--- config.mk ---
export PLATFORM = sky130hd
export DESIGN_NAME = key_repeat_debounce
export DESIGN_NICKNAME = d
export VERILOG_FILES = /design/src/rtl/key_repeat_debounce.sv
export SDC_FILE = /design/constraint.sdc
export NUM_CORES = 1
export LEC_CHECK = 0
export CAP_MARGIN = 10
export CORE_MARGIN = 1.5
export CORE_UTILIZATION = 60
export CTS_CLUSTER_DIAMETER = 100
export CTS_CLUSTER_SIZE = 30
export DETAILED_ROUTE_END_ITERATION = 8
export HOLD_SLACK_MARGIN = 0.08
export PLACE_DENSITY = 0.77
export RECOVER_POWER = 50
export SYNTH_ARGS = -nofsm -noshare
export SYNTH_HDL_FRONTEND = slang
export SYNTH_SLANG_ARGS = --single-unit
--- constraint.sdc ---
create_clock -name clk -period 12.8 [get_ports clk]
set_input_delay 2.56 -clock clk [delete_from_list [all_inputs] [get_ports clk]]
set_output_delay 2.56 -clock clk [all_outputs]
set_load 0.05 [all_outputs]
--- src/rtl/key_repeat_debounce.sv ---
// Per-channel key debouncer with auto-repeat: a held key pulses after DELAY+1 samples, then repeats with the interval halving up to MAX_STEPS times.
// Optional macro DEBOUNCE_SYNC_EN inserts a 2-flop synchroniser on every noisy bit ahead of the FSMs.
module key_repeat_debounce #(
  parameter int CHANNELS  = 4,
  parameter int DELAY     = 100000000,
  parameter int MAX_STEPS = 7,
  parameter int CNT_W     = 28
) (
  input  logic                clk,
  input  logic                reset,
  input  logic [CHANNELS-1:0] noisy,
  output logic [CHANNELS-1:0] clean,
  output logic [CHANNELS-1:0] held,
  output logic [CHANNELS-1:0] fast
);

  typedef enum logic [1:0] {
    IDLE   = 2'd0,
    ARM    = 2'd1,
    REPEAT = 2'd2
  } state_e;

  localparam logic [CNT_W-1:0] DELAY_C = CNT_W'(DELAY);
  localparam logic [3:0]       MAX_C   = 4'(MAX_STEPS);

  logic [CHANNELS-1:0] sample;

`ifdef DEBOUNCE_SYNC_EN
  logic [CHANNELS-1:0] sync1_q, sync2_q;

  always_ff @(posedge clk or posedge reset) begin
    if (reset) begin
      sync1_q <= '0;
      sync2_q <= '0;
    end else begin
      sync1_q <= noisy;
      sync2_q <= sync1_q;
    end
  end

  assign sample = sync2_q;
`else
  assign sample = noisy;
`endif

  for (genvar g = 0; g < CHANNELS; g++) begin : g_ch
    state_e           state_q, state_d;
    logic [CNT_W-1:0] count_q, count_d;
    logic [CNT_W-1:0] interval_q, interval_d;
    logic [3:0]       step_q, step_d;
    logic             clean_q, clean_d;
    logic             held_q, held_d;
    logic             fast_q, fast_d;

    always_comb begin
      state_d    = state_q;
      count_d    = count_q;
      interval_d = interval_q;
      step_d     = step_q;
      clean_d    = 1'b0;
      held_d     = held_q;
      fast_d     = fast_q;
      if (!sample[g]) begin
        // Any low sample abandons the press; the next press starts from scratch.
        state_d    = IDLE;
        count_d    = '0;
        interval_d = DELAY_C;
        step_d     = '0;
        held_d     = 1'b0;
        fast_d     = 1'b0;
      end else begin
        case (state_q)
          IDLE: begin
            state_d    = ARM;
            count_d    = CNT_W'(1);
            interval_d = DELAY_C;
            step_d     = '0;
            held_d     = 1'b0;
            fast_d     = 1'b0;
          end
          default: begin
            if (count_q == interval_q) begin
              clean_d = 1'b1;
              count_d = '0;
              state_d = REPEAT;
              held_d  = 1'b1;
              if (step_q < MAX_C) begin
                interval_d = interval_q >> 1;
                step_d     = step_q + 4'd1;
              end
            end else begin
              count_d = count_q + CNT_W'(1);
            end
            // Uses the pre-update step so fast trails the step change by a cycle.
            fast_d = held_d && (step_q == MAX_C);
          end
        endcase
      end
    end

    always_ff @(posedge clk or posedge reset) begin
      if (reset) begin
        state_q    <= IDLE;
        count_q    <= '0;
        interval_q <= DELAY_C;
        step_q     <= '0;
        clean_q    <= 1'b0;
        held_q     <= 1'b0;
        fast_q     <= 1'b0;
      end else begin
        state_q    <= state_d;
        count_q    <= count_d;
        interval_q <= interval_d;
        step_q     <= step_d;
        clean_q    <= clean_d;
        held_q     <= held_d;
        fast_q     <= fast_d;
      end
    end

    assign clean[g] = clean_q;
    assign held[g]  = held_q;
    assign fast[g]  = fast_q;
  end

endmodule

==> metrics, run 1 <==
status finished with violations; failing checks capacitance limit, slew limit; worst-case clock skew roughly 17 ps; number of design rule violations left after detail routing 0; crit-path max cell delay 2730 ps; detailed-route wire length per cell 17.1 um; Vert. Die Dim roughly 150 um; count of yosys warnings during synthesis 0; HP Start g_ch[2].state_q[0]$_DFFE_PP0P_; number of antenna violations at the first check in global routing 1; Netlist cell types 42; Hold Vio Cnt, Final 0; arrival time reported for the critical path endpoint around 7000 ps; First DRT Iteration DRCs 424; Critical R2R Launch g_ch[2].interval_q[8]$_DFFE_PP1P_; Sum Neg Setup Slack 0 ps; Clock Tree Root clkbuf_16; part of the cycle the worst path needs 0.508; First-pass DRT Iterations 5; overall routed net length around 24 mm; Cells after Synth between 1000 and 1500; share of async-settable or async-resettable flops after synthesis 1.00; average cell area after synthesis about 11 sq um; cell with the largest stage delay on the worst path clkinvlp_2; deepest level of the CTS H-tree 1; Peak VDD IR just under 0.09 mV; sw frac 0.221; top-level I/O count 18; critical path, cell by cell dlygate4sd3_1, clkinvlp_2, buf_4; Placeable Area 20400 sq um; cells taking the most area after synthesis dfrtp_1 41%, xor2_1 12%, dfstp_2 10%; vias per cell slightly below 6; global-route total usage across every layer 0.230; total via count in the routed design around 8400; GRT Residual Overflow 0; total count of max-transition violations in the final report roughly 190; Sequential Power Share 0.615; maximum clock insertion buffer count 3; Worst setup SP type input pin; number of instances on the worst hold path 1; Worst-Margin Slew 4870 ps; family with the most delay on the worst path buffers and inverters; Die ar. between 20000 and 25000 sq um; most frequently used cell type in the post-synthesis netlist dfrtp_1; Worst Hold Endpoint g_ch[2].state_q[0]$_DFFE_PP0P_; effective utilization at floorplan 0.619; share of the core filled with cells 0.646; Final Critical Period 6500 ps; number of buffers inserted by post-CTS setup repair 0; top cell type by total area after synthesis dfrtp_1; # Max-Cap Violations 4; WP data required around 13000 ps; number of global-route vias before repair 8484; leakage power roughly 5.6 nW; total CTS buffers 12; syn nets ~1200; ratio of cells with drive above 1 in the final layout 0.0844; FP Rows 52; Switching Power slightly below 300 uW; number of flops mapped to enable cells by yosys 0; number of gates resized after cts 0; count of antenna-violating nets left after detailed routing 0; post-CTS clock slew at the launch and capture registers of the worst setup and hold paths 100 ps; final RePlAce weighted congestion 0.816; pwr/cell area around 100 nW/um^2; Comb pwr share 0.032; setup repair after global routing missed its margin no; number of storage elements in the synthesis netlist ~260; fraction of synthesized cell area taken by the top area cell type 0.412; portion of the post-synthesis area used by sequential elements 0.512; part of the power in the clock network 0.352; area of the mapped netlist 12600 sq um; final setup vio count 0; internal power summed over all cells between 1 and 1.5 mW; type of the worst setup path input pin to async pin; pin count of the biggest net entering global routing about 120; CTS tree built; most frequent cells after synthesis 208 x dfrtp_1, 171 x xor2_1, 158 x nor2_1; Min-Delay Path Class register to register; number of port buffers 17; max frequency 154 MHz; Reg-to-Reg End g_ch[2].count_q[4]$_DFF_PP0_; Worst R2R Path Depth 5; clock insertion delay at the later pin of the skew report ~480 ps; crit end category async pin; number of sinks on the clock net approximately 260; hold_buf cts 0; worst-case register-to-register setup slack 8120 ps; relative slew slack -2.26; width of the chip between 100 and 150 um; final net count around 1200; global-route wire length before repair about 42 mm; Synth Flop Type dfrtp_1; largest driver fanout on the critical path about 110; worst path buffer plus inverter count 3; half-perimeter wire length after detailed placement around 17 mm; post-synthesis to final-layout area growth 4.39%
==> through the flow <==
step                      power [mW]  cells  hold WS, ps  setup slack [ps]  cell area, sq um
after global placement         0.876   1408          468              7940             12800
final                           1.33   1432          484              6300             13200
after detailed placement       0.877   1408          476              7860             12800
after CTS                       1.34   1428          492              8370             13200
after floorplan                0.864   1172          450              3280             12600
after global routing            1.38   1431          507              5500             13200
==> power by group through the flow <==
| stage | sequential (mW) | combinational, mW | clock (mW) |
|---|---|---|---|
| after CTS | 0.817 | 0.0454 | 0.480 |
| after global placement | 0.831 | 0.0444 | 0 |
| after global routing | 0.818 | 0.0499 | 0.509 |
| after floorplan | 0.830 | 0.0344 | 0 |
| after detailed placement | 0.832 | 0.0452 | 0 |
| final | 0.817 | 0.0429 | 0.467 |
==> final cells by class <==
class                      instances  area [sq um]
clock inverter                     2          41.3
antenna                            1          2.50
tap                              270           338
inverter                          18          68.8
fill                            1655          7240
clock buffer                      18           344
multi-input combinational        840          5700
sequential                       256          6470
timing repair buffer              27           230
==> layout by cell type (no fill, tap or decap), types with 4 or more instances in the layout <==
cell type / synthesis / layout
nor4_1: 12 / 12
clkbuf_1: 20 / 9
o2111a_1: 4 / 4
nand2b_1: 4 / 4
buf_4: 18 / 6
o22a_1: 22 / 22
nand4_1: 48 / 49
and3_1: 21 / 21
nor4_2: 15 / 15
o21ai_0: 25 / 26
clkdlybuf4s50_1: 0 / 12
nor2_1: 158 / 157
o21a_1: 8 / 8
and4_1: 19 / 19
clkbuf_16: 0 / 13
nand3_1: 55 / 55
nor3_1: 12 / 13
dlygate4sd3_1: 0 / 5
mux2i_1: 49 / 49
xor2_1: 171 / 171
xnor2_1: 39 / 39
nor2b_1: 10 / 10
nor3_2: 4 / 4
dfrtp_1: 208 / 208
a21oi_1: 17 / 17
a22o_1: 34 / 34
dfstp_2: 48 / 47
inv_1: 18 / 17
nand2_1: 76 / 76
ha_1: 8 / 8
==> sequential cells by signal (all words and copies together), names as in the netlist <==
| signal | count |
|---|---|
| g_ch.step_q | 16 |
| g_ch.count_q | 112 |
| g_ch.fast_q | 4 |
| g_ch.held_q | 4 |
| g_ch.clean_q | 4 |
| g_ch.state_q | 8 |
| g_ch.interval_q | 108 |
==> logic make-up (layout without fill, tap and decap cells) <==
family                   after synthesis  after routing  share of synthesized area
AND/OR/NAND/NOR                      449            449                      0.189
other                                  0              1                          0
XOR/XNOR                             210            210                      0.146
multiplexers                          49             49                     0.0388
buffers and inverters                 76             65                     0.0339
flip-flops                           256            256                      0.512
AO/OA/AOI/OAI                        124            124                     0.0736
adder cells (fa/ha/maj)                8              8                    0.00792
==> per-layer routing <==
layer / routed length [um] / up-vias / global-route usage
met5: 0 / - / 0
met4: 384 / 0 / 0.0599
met1: 11400 / 4222 / 0.321
met3: 636 / 28 / 0.0261
met2: 12000 / 105 / 0.387
li1: - / 3995 / -
==> worst max path at each step <==
| stage | end | from | slack, ps | cells after the start |
|---|---|---|---|---|
| floorplan | g_ch[0].clean_q$_DFF_PP0_ | reset | 3280 | 1 |
| global placement | g_ch[3].count_q[24]$_DFF_PP0_ | noisy[3] | 7940 | 4 |
| detailed placement | g_ch[3].count_q[17]$_DFF_PP0_ | noisy[3] | 7860 | 4 |
| CTS | g_ch[3].count_q[17]$_DFF_PP0_ | noisy[3] | 8370 | 4 |
| global route | g_ch[0].count_q[7]$_DFF_PP0_ | reset | 5500 | 3 |
| finish | g_ch[0].count_q[12]$_DFF_PP0_ | reset | 6300 | 3 |
No activity file was read; power rests on OpenSTA's default activity.
==> run 2, diff against run 1 <==
Clock period 12.8 ns to 6.7 ns, I/O delays scaled along.
==> run 2 against run 1 <==
Against the previous run:
- the run still ends with capacitance limit, slew limit left
- utilization up 0.29 points
- global-route usage fell by 0.52 points
- via count is 0.67% lower
- clock-buffer cell count unchanged
- total power grew 90%
==> metrics, run 2 (synthesis gave the netlist of run 1 again) <==
GRT Residual Overflow 0 (unchanged); leakage power 5.60 nW (+0.75%); Vert. Die Dim 148 um (unchanged); diode insertion count for antenna repair 0 (-1); global-route total usage across every layer 0.225 (-0.00515); post-CTS clock slew at the launch and capture registers of the worst setup and hold paths 110 ps (about the same); largest driver fanout on the critical path 50 (-56%); number of global-route vias before repair 8195 (-3.4%); setup slack at placement 3130 ps (-4730 ps); final net count 1173 (+0.34%); vias per cell 5.78 (-0.88%); total via count in the routed design 8294 (-0.67%); worst-case clock skew 12.5 ps (-4.33 ps); Worst R2R Path Depth 5 (unchanged); detailed-route wire length per cell 16.6 um (-2.9%); post-synthesis to final-layout area growth 4.85%; maximum clock insertion buffer count 3 (unchanged); hold_buf cts 0 (unchanged); number of antenna violations at the first check in global routing 1 (unchanged); Hold Vio Cnt, Final 0 (unchanged); Worst-Margin Slew 2610 ps (-2260 ps); largest registers g_ch.count_q (112), g_ch.interval_q (108), g_ch.step_q (16); overall routed net length 23.8 mm (-2.7%); total CTS buffers 12 (unchanged); deepest level of the CTS H-tree 1 (unchanged); number of flip-flops in the largest register 112 (unchanged); crit-path max cell delay 1860 ps (-870 ps); most common cell after layout, fill and taps aside dfrtp_1; cell with the largest stage delay on the worst path clkbuf_1; CTS tree built; Critical Path End g_ch[2].count_q[4]$_DFF_PP0_; worst path buffer plus inverter count 4 (+1); pwr/cell area 190 nW/um^2 (+89%); clock insertion delay at the later pin of the skew report 480 ps (about the same); final RePlAce weighted congestion 0.811 (-0.69%); type of the worst setup path input pin to async pin; Worst setup SP type input pin; Crit. path cell count 4 (+1); Min-Delay Path Class register to register; final setup vio count 0 (unchanged); total count of max-transition violations in the final report 51 (-73%); crit end category async pin; leading cell types in the layout, fill and taps excluded 208 x dfrtp_1, 171 x xor2_1, 157 x nor2_1, 76 x nand2_1, 55 x nand3_1; half-perimeter wire length after detailed placement 16.2 mm (-2.7%); Clock Tree Root clkbuf_16; First DRT Iteration DRCs 583 (+38%); arrival time reported for the critical path endpoint 4660 ps (-2330 ps); Final Critical Period between 4000 and 5000 ps; total cell area at the placement stage 12900 sq um (+0.15%); effective utilization at floorplan 0.619 (unchanged); Placeable Area 20400 sq um (unchanged); # Max-Cap Violations 1 (-3); number of buffers inserted by post-CTS setup repair 0 (unchanged); max frequency 246 MHz; part of the cycle the worst path needs 0.608; worst hold-check slack 485 ps (+1.19 ps); number of port buffers 17 (unchanged); family with the most delay on the worst path buffers and inverters; top-level I/O count 18 (unchanged); Sum Neg Setup Slack 0 ps (unchanged); number of design rule violations left after detail routing 0 (unchanged); number of gates resized after cts 0 (unchanged); Die ar. 21900 sq um (unchanged); number of sinks on the clock net 256 (unchanged); WP data required 7290 ps (-6000 ps); relative slew slack -0.741 (+1.52); pin count of the biggest net entering global routing 84 (-27%); Peak VDD IR 0.123 mV (+39%); final instance area 13200 sq um (+0.45%); worst setup path startpoint reset; FP Rows 52 (unchanged); First-pass DRT Iterations 5 (unchanged); worst-case register-to-register setup slack 3490 ps (-4630 ps); Reg-to-Reg End g_ch[2].count_q[14]$_DFF_PP0_; status finished with violations; total power 2.52 mW (+90%); global-route wire length before repair 40.8 mm (-1.7%); setup repair after global routing missed its margin no; critical path, cell by cell dlygate4sd3_1, clkinvlp_2, clkbuf_1, buf_4; Critical R2R Launch g_ch[2].interval_q[8]$_DFFE_PP1P_; Biggest register g_ch.count_q; ratio of cells with drive above 1 in the final layout 0.0884 (+0.00400); failing checks capacitance limit, slew limit; smallest setup slack after layout 2630 ps (-3670 ps); count of antenna-violating nets left after detailed routing 0 (unchanged); width of the chip 148 um (unchanged)
run 2: worst reg2reg max path: stages (launching register included):
cell and delay [ps]:
dfstp_1 590, xor2_1 80, nor4_1 530, nand4_1 600, o31ai_4 1100, nor2_1 160
run 2: power by group:
group | total (mW) | switching (mW) | internal, mW
logic | 0.0866 | 0.0675 | 0.0191
clock network | 0.870 | 0.482 | 0.388
registers | 1.56 | 0.00866 | 1.55
total | 2.52 | 0.558 | 1.96
run 2: cell type report:
type | instances | area [sq um]
fillers | 1619 | 7180
flip-flops and latches | 256 | 6470
multi-input cells | 840 | 5720
clock buffers | 18 | 365
well taps | 270 | 338
repair buffers | 31 | 279
inverters | 18 | 68.8
clock inverters | 2 | 13.8
run 2: worst min path at each step:
stage / from / to / slack, ps / cells after the start
floorplan: g_ch[0].state_q[0]$_DFFE_PP0P_ / g_ch[0].state_q[0]$_DFFE_PP0P_ / 450 / 1
global placement: g_ch[2].state_q[0]$_DFFE_PP0P_ / g_ch[2].state_q[0]$_DFFE_PP0P_ / 470 / 1
detailed placement: g_ch[1].state_q[0]$_DFFE_PP0P_ / g_ch[1].state_q[0]$_DFFE_PP0P_ / 480 / 1
CTS: g_ch[1].state_q[0]$_DFFE_PP0P_ / g_ch[1].state_q[0]$_DFFE_PP0P_ / 490 / 1
global route: g_ch[3].state_q[0]$_DFFE_PP0P_ / g_ch[3].state_q[0]$_DFFE_PP0P_ / 520 / 1
finish: g_ch[1].state_q[0]$_DFFE_PP0P_ / g_ch[1].state_q[0]$_DFFE_PP0P_ / 490 / 1
run 2: metal layers:
layer	global-route usage	share of wire	up-vias
met4	0.0376	0.0092	2
met5	0	0.00050	-
met3	0.0245	0.031	18
li1	-	-	4002
met2	0.366	0.48	100
met1	0.335	0.48	4172
run 2: stage by stage:
stage,instances,utilization
3_5_place_dp,1411,0.630
2_1_floorplan,1172,-
6_report,1435,0.649
5_1_grt,1435,0.649
4_1_cts,1431,0.648
3_3_place_gp,1411,0.630
==> run 3, diff against run 2 <==
Settings changed: CORE_UTILIZATION 60 to 57, PLACE_DENSITY 0.77 to 0.76.
Clock period 6.7 ns to 3.7 ns, I/O delays scaled along.
==> run 3 against run 2 <==
Against the previous run:
- global-route usage decreased by 1.3 points
- flip-flop and latch count is the same
- sequential share of layout area is 0.25 points lower
- first-iteration DRC count rose by 8.9%
- clock skew rose by 7.6 ps
- largest power group unchanged
- clock-buffer cell count fell by 1
- setup slack lost 1600 ps
- the run still ends with capacitance limit, slew limit left
- critical path type is now register to register
- critical endpoint is now g_ch[1].interval_q[15]$_DFFE_PP1P_
- total power grew 81%
- register-to-register slack worse by 2500 ps
- non-clock buffer count is 3 higher
- highest routed layer is now met4
==> metrics, run 3 (synthesis gave the netlist of run 1 again) <==
status finished with violations; failing checks capacitance limit, slew limit; post-CTS clock slew at the launch and capture registers of the worst setup and hold paths 110 ps (about the same); Switching Power 1.02 mW (+84%); type of the worst setup path register to register; ratio of cells with drive above 1 in the final layout 0.0968 (+0.00842); number of port buffers 17 (unchanged); largest registers g_ch.count_q (112), g_ch.interval_q (108), g_ch.step_q (16); First DRT Iteration DRCs 635 (+8.9%); GRT Residual Overflow 0 (unchanged); effective utilization at floorplan 0.581 (-0.0377); maximum clock insertion buffer count 3 (unchanged); number of antenna violations at the first check in global routing 0 (-1); number of gates resized after cts 0 (unchanged); total power 4.55 mW (+81%); pwr/cell area 342 nW/um^2 (+80%); diode insertion count for antenna repair 0 (unchanged); sw frac 0.225 (+0.00328); arrival time reported for the critical path endpoint 3140 ps (-1520 ps); deepest level of the CTS H-tree 1 (unchanged); number of buffers inserted by post-CTS setup repair 0 (unchanged); Min-Delay Path Class register to register; clock insertion delay at the later pin of the skew report 490 ps (about the same); smallest setup slack after layout 995 ps (-1630 ps); number of sinks on the clock net 256 (unchanged); Final Critical Period about 2700 ps; detailed-route wire length per cell 16.5 um (-0.57%); final net count 1176 (+0.26%); total via count in the routed design 8311 (+0.20%); Peak VDD IR 0.296 mV (+140%); Sequential Power Share 0.621 (about the same); Comb pwr share 0.035 (about the same); number of design rule violations left after detail routing 0 (unchanged); half-perimeter wire length after detailed placement 16.4 mm (+1.4%); top-level I/O count 18 (unchanged); Die ar. 23100 sq um (+5.2%); global-route wire length before repair 41.0 mm (+0.30%); worst-case clock skew 20.1 ps (+7.58 ps); total cell area at the placement stage 13000 sq um (+0.80%); Hold Vio Cnt, Final 0 (unchanged); part of the cycle the worst path needs 0.731; final instance area 13300 sq um (+0.51%); post-synthesis to final-layout area growth 5.39%; First-pass DRT Iterations 5 (unchanged); crit end category register; overall routed net length 23.9 mm (+0.26%); relative slew slack -0.141 (+0.600); number of global-route vias before repair 8155 (-0.49%); Worst setup SP type register; number of instances on the worst hold path 1 (unchanged); part of the power in the clock network 0.344 (-0.002); internal power summed over all cells 3.53 mW (+80%); Placeable Area 21800 sq um (+6.5%); Worst-Margin Slew 1710 ps (-900 ps); number of flip-flops in the largest register 112 (unchanged); global-route total usage across every layer 0.212 (-0.0133); total CTS buffers 12 (unchanged); Biggest register g_ch.count_q; share of the core filled with cells 0.612 (-0.0364); largest driver fanout on the critical path 11 (-78%); Clock Tree Root clkbuf_16; setup repair after global routing missed its margin no; width of the chip 152 um (+2.5%); final setup vio count 0 (unchanged); vias per cell 5.74 (-0.63%); max frequency ~370 MHz; count of antenna-violating nets left after detailed routing 0 (unchanged); most common cell after layout, fill and taps aside dfrtp_1; Vert. Die Dim 152 um (+2.5%); # Max-Cap Violations 2 (+1); total count of max-transition violations in the final report 106 (+110%); leakage power 5.63 nW (+0.51%); leading cell types in the layout, fill and taps excluded 208 x dfrtp_1, 171 x xor2_1, 157 x nor2_1, 76 x nand2_1, 55 x nand3_1; hold_buf cts 0 (unchanged); setup slack at placement 947 ps (-2180 ps); FP Rows 54 (+3.8%); worst hold-check slack 490 ps (+4.86 ps); CTS tree built; pin count of the biggest net entering global routing 98 (+17%); WP data required 4140 ps (-3150 ps); Worst R2R Path Depth 5 (unchanged); final RePlAce weighted congestion 0.820 (+1.1%)
==> run 3: critical path, cell delays in order, from the launching register on <==
cell     delay, ps
dfstp_1        590
xor2_1         110
nor4_1         630
nand4_1        350
o21ai_1        720
o22a_1         260
==> run 3: worst paths after layout <==
check | startpoint | to | slack [ps]
min in group asynchronous | reset | g_ch[1].fast_q$_DFF_PP0_ | 630
min reg2reg | g_ch[2].state_q[0]$_DFFE_PP0P_ | g_ch[2].state_q[0]$_DFFE_PP0P_ | 490
max in group asynchronous | reset | g_ch[0].count_q[17]$_DFF_PP0_ | 1150
max | g_ch[1].interval_q[23]$_DFFE_PP1P_ | g_ch[1].interval_q[15]$_DFFE_PP1P_ | 1000
max reg2reg | g_ch[1].interval_q[23]$_DFFE_PP1P_ | g_ch[1].interval_q[15]$_DFFE_PP1P_ | 1000
min | g_ch[2].state_q[0]$_DFFE_PP0P_ | g_ch[2].state_q[0]$_DFFE_PP0P_ | 490
==> run 3: through the flow <==
step	instances	TNS (ps)
after global routing	1447	0
final	1447	0
after detailed placement	1428	0
after CTS	1447	0
after floorplan	1172	-77470
after global placement	1428	0
==> run 3: layer usage <==
layer  vias to the layer above  GRT usage  routed length (um)
met5                         -          0                   0
met4                         0     0.0453                 328
met3                        24     0.0231                 713
met2                       100      0.343               11200
met1                      4169      0.311               11600
li1                       4018          -                   -
==> run 3: cell type report <==
class | instances | area (sq um)
fillers | 1754 | 8440
clock inverters | 2 | 17.5
repair buffers | 34 | 317
well taps | 280 | 350
multi-input cells | 840 | 5750
flip-flops and latches | 256 | 6470
inverters | 18 | 68.8
clock buffers | 17 | 350
==> run 3: power by group through the flow <==
stage          clock network [mW]  logic [mW]  registers, mW
3_5_place_dp                    0       0.168           2.88
3_3_place_gp                    0       0.167           2.88
2_1_floorplan                   0       0.119           2.87
4_1_cts                      1.61       0.168           2.82
5_1_grt                      1.71       0.185           2.83
6_report                     1.57       0.160           2.83
